===== src/rtl/dram_capture_writer.sv =====
// Streams sample lines into a time-stamp-addressed DRAM ring buffer and freezes
// writing once a post-trigger window is complete, pulsing triggering_status.
module dram_capture_writer #(
    parameter int          POST_TRIG = 12,
    parameter logic [24:0] BASE_ADDR = 25'd0
) (
    input  logic         clk,
    input  logic         rst,
    input  logic [255:0] sample_data,
    input  logic         sample_valid,
    input  logic         trigger_in,
    input  logic         rearm,
    output logic         DRAM_Write_Enable,
    output logic [24:0]  DRAM_Write_Addr,
    output logic [255:0] DRAM_Write_Data,
    input  logic         DRAM_Write_Ready,
    output logic [15:0]  triggering_time_stamp,
    output logic         triggering_status,
    output logic [15:0]  overflow_count
);

    typedef enum logic [1:0] {ARMED, POST, DRAIN, HOLD} state_t;

    state_t      state;
    logic [15:0] wr_ptr;
    logic [15:0] post_cnt;
    logic        slot_free;
    logic        capturing;

    assign slot_free = !DRAM_Write_Enable || DRAM_Write_Ready;
    // Only ARMED/POST consume samples; the pointer tracks time even for drops.
    assign capturing = sample_valid && (state == ARMED || state == POST);

    always_ff @(posedge clk) begin
        if (!rst) begin
            // NOTE: the wide data register is reset too, so a fresh reset shows a clean zero line.
            state                 <= ARMED;
            wr_ptr                <= 16'd0;
            post_cnt              <= 16'd0;
            DRAM_Write_Enable     <= 1'b0;
            DRAM_Write_Addr       <= BASE_ADDR;
            DRAM_Write_Data       <= '0;
            triggering_time_stamp <= 16'd0;
            triggering_status     <= 1'b0;
            overflow_count        <= 16'd0;
        end else begin
            // NOTE: later assignments in this block override these defaults within the same cycle.
            triggering_status <= 1'b0;
            if (slot_free)
                DRAM_Write_Enable <= 1'b0;

            if (capturing) begin
                wr_ptr <= wr_ptr + 16'd1;
                if (slot_free) begin
                    DRAM_Write_Enable <= 1'b1;
                    DRAM_Write_Addr   <= BASE_ADDR + {9'b0, wr_ptr};
                    DRAM_Write_Data   <= sample_data;
                end else if (overflow_count != 16'hFFFF) begin
                    overflow_count <= overflow_count + 16'd1;
                end
            end

            case (state)
                ARMED: begin
                    if (sample_valid && trigger_in) begin
                        triggering_time_stamp <= wr_ptr;
                        post_cnt              <= 16'd1;
                        state                 <= (POST_TRIG <= 1) ? DRAIN : POST;
                    end
                end
                POST: begin
                    if (sample_valid) begin
                        post_cnt <= post_cnt + 16'd1;
                        if (post_cnt + 16'd1 == 16'(POST_TRIG))
                            state <= DRAIN;
                    end
                end
                DRAIN: begin
                    // Window is in DRAM once the last line has been handed over.
                    if (slot_free) begin
                        state             <= HOLD;
                        triggering_status <= 1'b1;
                    end
                end
                HOLD: begin
                    if (rearm)
                        state <= ARMED;
                end
                default: state <= ARMED;
            endcase
        end
    end

endmodule


===== config.mk =====
export PLATFORM = sky130hd
export DESIGN_NAME = dram_capture_writer
export DESIGN_NICKNAME = d
export VERILOG_FILES = /design/src/rtl/dram_capture_writer.sv
export SDC_FILE = /design/constraint.sdc
export NUM_CORES = 1
export LEC_CHECK = 0
export BUFFER_PORTS_ARGS = -buffer_cell sky130_fd_sc_hd__buf_4
export CAP_MARGIN = 20
export CORE_AREA = 3 3 222 224
export CTS_CLUSTER_SIZE = 10
export DETAILED_ROUTE_END_ITERATION = 12
export DIE_AREA = 0 0 225 227
export GPL_TIMING_DRIVEN = 0
export HOLD_SLACK_MARGIN = 0.08
export PLACE_DENSITY = 0.54
export SYNTH_ARGS = -nofsm -noshare
export SYNTH_HDL_FRONTEND = slang
export SYNTH_SLANG_ARGS = --single-unit

===== constraint.sdc =====
create_clock -name clk -period 5 [get_ports clk]
set_clock_uncertainty 0.15 [all_clocks]
set_input_delay 1 -clock clk [delete_from_list [all_inputs] [get_ports clk]]
set_output_delay 1 -clock clk [all_outputs]
set_load 0.05 [all_outputs]

; Yosys cells after proc, flatten, opt, wreduce, memory -nomap -nowiden
; Cells that the tools add are included.
[totals]
reg_bits = 340
input_bits = 262
out_inout_bits = 315
elab_cells = 49
[classes]
addsub = 3
n_eq_ne = 10
n_mux = 13
bitwise = 1
reduce_logical = 13
[ops]
columns = cell, n
row1 = "adder 16 x 1 -> 16 bit, second input constant", 3
row2 = 2-to-1 mux 16 bit, 2
row3 = one-hot mux 16 bit (2 select lines), 1
row4 = "== test 16 x 4 -> 1 bit, second input constant", 1
row5 = "!= test 16 bit, second input constant", 1
row6 = 2-to-1 mux 2 bit, 5
row7 = one-hot mux 2 bit (4 select lines), 1
row8 = "!= test 2 bit, second input constant", 3
row9 = AND reduction 2 bit, 3
row10 = AND reduction 3 bit, 2
row11 = AND reduction 5 bit, 1
row12 = "== test 2 bit, second input constant", 2
row13 = 2-to-1 mux 1 bit, 4
row14 = "!= test 2 x 1 -> 1 bit, second input constant", 2
row15 = "== test 2 x 1 -> 1 bit, second input constant", 1
row16 = logical AND 1 bit, 2
row17 = zero test 2 bit, 1
row18 = logical OR 1 bit, 2
row19 = nonzero test 2 bit, 1
row20 = zero test 1 bit, 1
row21 = inverter 1 bit, 1

; Logic depth before layout (Yosys ltp)
[logic_depth]
ltp_word = 5
ltp_mapped = 10
ltp_nobuf = 8

; Worst setup path before layout
; No wires, ideal clock.
[synth_path]
path_type = input to register
start = input DRAM_Write_Ready
end = register overflow_count[7]
setup_time_ps = 115
arrival_ps = 2294
required_time_ps = 4735
setup_slack_ps = 2441
cell_stages = 5
path_buffers = 0
cell_sequence = or2b_2 -> nor4_1 -> nand3_1 -> xnor2_1 -> and2_1
[synth_via]
elab_chain_len = 3
[synth_rtl]
columns = item, line_no
row1 = from (decl), 16  ; input logic DRAM_Write_Ready,
row2 = logical OR 1 bit, 30  ; assign slot_free = !DRAM_Write_Enable || DRAM_Write_Ready;
row3 = inverter 1 bit (no line), --
row4 = AND reduction 3 bit (no line), --
row5 = to (signal assigned), 59  ; overflow_count <= overflow_count + 16'd1;
row6 = to (decl), 19  ; output logic [15:0] overflow_count
; No other way between the ends.
; A chain may end at the register's enable or synchronous reset.

; Worst setup path in the final report
[layout_path]
start = register state[1]
end = register DRAM_Write_Data[138]
[layout_via]
elab_chain_len = 4
[layout_rtl]
columns = item, line_no
row1 = from (decl), 24  ; state_t state;
row2 = from (signal assigned), 68  ; state <= (POST_TRIG <= 1) ? DRAIN : POST;
row3 = == test 2 x 1 -> 1 bit or zero test 2 bit (tied branches), 32  ; assign capturing = sample_valid && (state == ARMED || state == POST);
row4 = logical OR 1 bit (*), 32
row5 = logical AND 1 bit (*), 32
row6 = AND reduction 2 bit (no line) (*), --
row7 = to (signal assigned), 57  ; DRAM_Write_Data <= sample_data;
row8 = to (decl), 15  ; output logic [255:0] DRAM_Write_Data,
; Every way passes the cells marked *; elsewhere a longest branch is shown, timed or not.

==> results.md <==
* Largest net degree at the start of global routing at 11
* Relative slew slack at 35.24%
* Cell chosen for the clock root: clkbuf_16
* Setup Buffers After CTS at 0
* Number of antenna violations at the first check in global routing at 3
* Max FO, Critical Path at 10
* RSZ-0062 raised after global routing: false
* Sink Count at 340
* Commonest non-fill, non-tap cell in the layout: nand2_1
* Hpwl dp at 41,980 µm
* Startpoint types: flop
* Row count at 80
* WP data arrival at 3370 ps
* Synth Cell Area at 13,410 µm²
* Crit path kind: reg2reg
* Fmax at 327.3 MHz
* Finished Cell Area at 19,640 µm²
* Aggregate global routing overflow at 0
* ANT nets after route at 0
* Max-slew violations at 0
* Yosys warnings at 0
* Synth Area in Simple Gates at 23.19%
* Largest vdd supply drop at 0.2853 mV
* Final Hold Viols at 0
* Most frequent cells in the layout: nand2_1 (617), buf_4 (575), dfxtp_1 (340)
* # fillers at 4,851
* CTS tree: built
* Post-synth EDFFs at 0
* Area Growth Syn to Fin at 46.51%
* Nets@finish at 2,488
* Comb pwr share at 37.0%
* Post-synthesis cell type count at 54
* Global-route wire length before repair at 76,110 µm
* Gpl congestion at 0.8518
* FFs w/ async S/R, synth at 0%
* PortBufs at 566
* Drt wl/cell at 18.44 µm
* CTS max path bufs at 3
* Vias in the first global route at 12,500
* Internal power at 5.658 mW
* Total number of vias at 12,850
* Worst r2r src: state[1]
* Main combinational cell family by area after synthesis: simple AND/OR/NAND/NOR gates
* Top Ports at 577
* CTS clk-pin slew, worst paths at 60 ps
* Total Routed Length at 52,640 µm
* Post-Synth XOR/XNOR Area at 2.025%
* Post-synthesis mux area share at 0.1493%
* Width of the die at 225 µm
* Multi-input gate area at 6065 µm²
* Min-delay worst type: reg2reg
* Post-synthesis compound-gate area fraction at 18.87%
* Vias per inst at 4.501
* PostCTS Resize Cnt at 0
* H-tree depth at 2
* Synth Area in Adders at 0.7465%
* Top_reg_cell synth: dfxtp_1
* Sw power at 3.950 mW
* Max_cap viols at 0
* Worst-skew pair later-pin latency at 540 ps
* Die area at 51,080 µm²
* Cts bufs inserted at 42
* Sw Share at 41.11%
* Setup TNS at 0 ps
* DR iter-0 viols at 582
* Final setup viols at 0
* Outcome: finished, final reports clean
* Worst endpoint required time at 5310 ps
* Residual DRC at 0
* # hold bufs at CTS at 0
* Fraction of layout cells with a size suffix above 1 at 29.38%
* Sequential-to-total area share from yosys stat at 50.77%
* Critical path startpoint: state[1]
* Syn_area_per_cell at 8.380 µm²
* Die H at 227 µm
* Cells after synthesis at 1,600
* Clk pwr share at 28.5%
* Lkg Pwr at 8.375 nW
* Total GRT Usage at 19.40%
* Sequential share of power at 34.5%
* Detailed-routing iteration count for the pre-antenna-repair pass at 5
* Worst Max-Slew Pin Slew at 971.4 ps
* Core area at 47,550 µm²
* Sequential cell area at 6807 µm²
* Hold path startpoint: DRAM_Write_Data[57]
* Yosys reg bits at 340
* Post-DP Area at 18,460 µm²
* Initial Utilization at 28.20%
* Worst setup EP type: flop
* Final Cycle Share at 61.11%
* P per Cell Area at 489.1 nW/µm²
* Period minus WS final at 3056 ps
* Total power at 9.608 mW
## cells by family (layout without fill, tap and decap cells)
family,after synthesis,count (layout)
buffers and inverters,130,758
xor gates and xnor gates,31,31
AOI/OAI and AO/OA,341,341
other,1,12
and+or+nand+nor,747,747
adders and majority gates,8,8
DFF,340,340
muxes,2,2
## layout make-up
class | count | share of cell area [%]
Buffer | 122 | 2.732
Tap cell | 615 | 3.917
Clock inverter | 5 | 0.1592
Antenna cell | 3 | 0.03822
Timing Repair Buffer | 566 | 21.63
Sequential cell | 340 | 34.65
Multi-Input combinational cell | 1138 | 30.87
Inverter | 8 | 0.1529
Clock buffer | 57 | 5.847
## through the flow
stage               std cells  hold WS [ps]  worst slack, ps  utilization (%)
detailed placement       2789         307.9             1557            38.82
global route             2852         330.5             1694            41.31
finish                   2854         310.6             1944            41.32
CTS                      2851         315.2             1896            41.30
floorplan                1608         316.9             2441                -
global placement         2789         302.2             1603            38.82
## worst max-delay path, cell delays in order, from the launching register on
cell      delay (ps)
dfxtp_1          340
inv_1             90
ha_1             140
buf_2            200
o21ai_1          220
nor2_1           220
buf_2            340
clkbuf_1         630
buf_2            370
nand2_1           80
a21boi_0         180
## final timing paths
| check | to | slack, ps | cells after the start |
|---|---|---|---|
| min reg2reg | DRAM_Write_Data[57] | 310 | 2 |
| max | DRAM_Write_Data[138] | 1940 | 10 |
| min | DRAM_Write_Data[57] | 310 | 2 |
| max reg2reg | DRAM_Write_Data[138] | 1940 | 10 |
## sequential cells by signal (all words and copies together), names as in the netlist, named ones only
signal / flops
post_cnt: 16
overflow_count: 16
DRAM_Write_Data: 256
state: 2
triggering_time_stamp: 16
wr_ptr: 16
triggering_status: 1
DRAM_Write_Addr: 16
## cells in the mapped netlist (9+ instances only)
library cell / n / share of area (%)
a21boi_0: 302 / 17
and2_1: 27 / 1.3
buf_1: 10 / 0.28
buf_2: 15 / 0.56
buf_4: 9 / 0.50
clkbuf_1: 84 / 2.4
dfxtp_1: 340 / 51
nand2_1: 617 / 17
nand3_1: 28 / 1.0
nand4_1: 10 / 0.47
nor3_1: 12 / 0.45
o21ai_0: 13 / 0.49
or3_1: 9 / 0.42
xnor2_1: 23 / 1.5
## layer usage
metal	GRT usage, %	wire, µm
met3	6.989	4969
met1	22.50	20850
met4	7.853	1870
met2	32.75	24910
met5	0	36
## power groups by stage
stage	Combinational (mW)	Sequential, mW	Clock [mW]
final	3.56	3.31	2.74
after global routing	3.83	3.36	2.93
after CTS	3.61	3.31	2.83
after detailed placement	3.60	3.36	0
after global placement	3.58	3.35	0
after floorplan	1.06	4.56	0
Power figures use the tool's default switching activity.
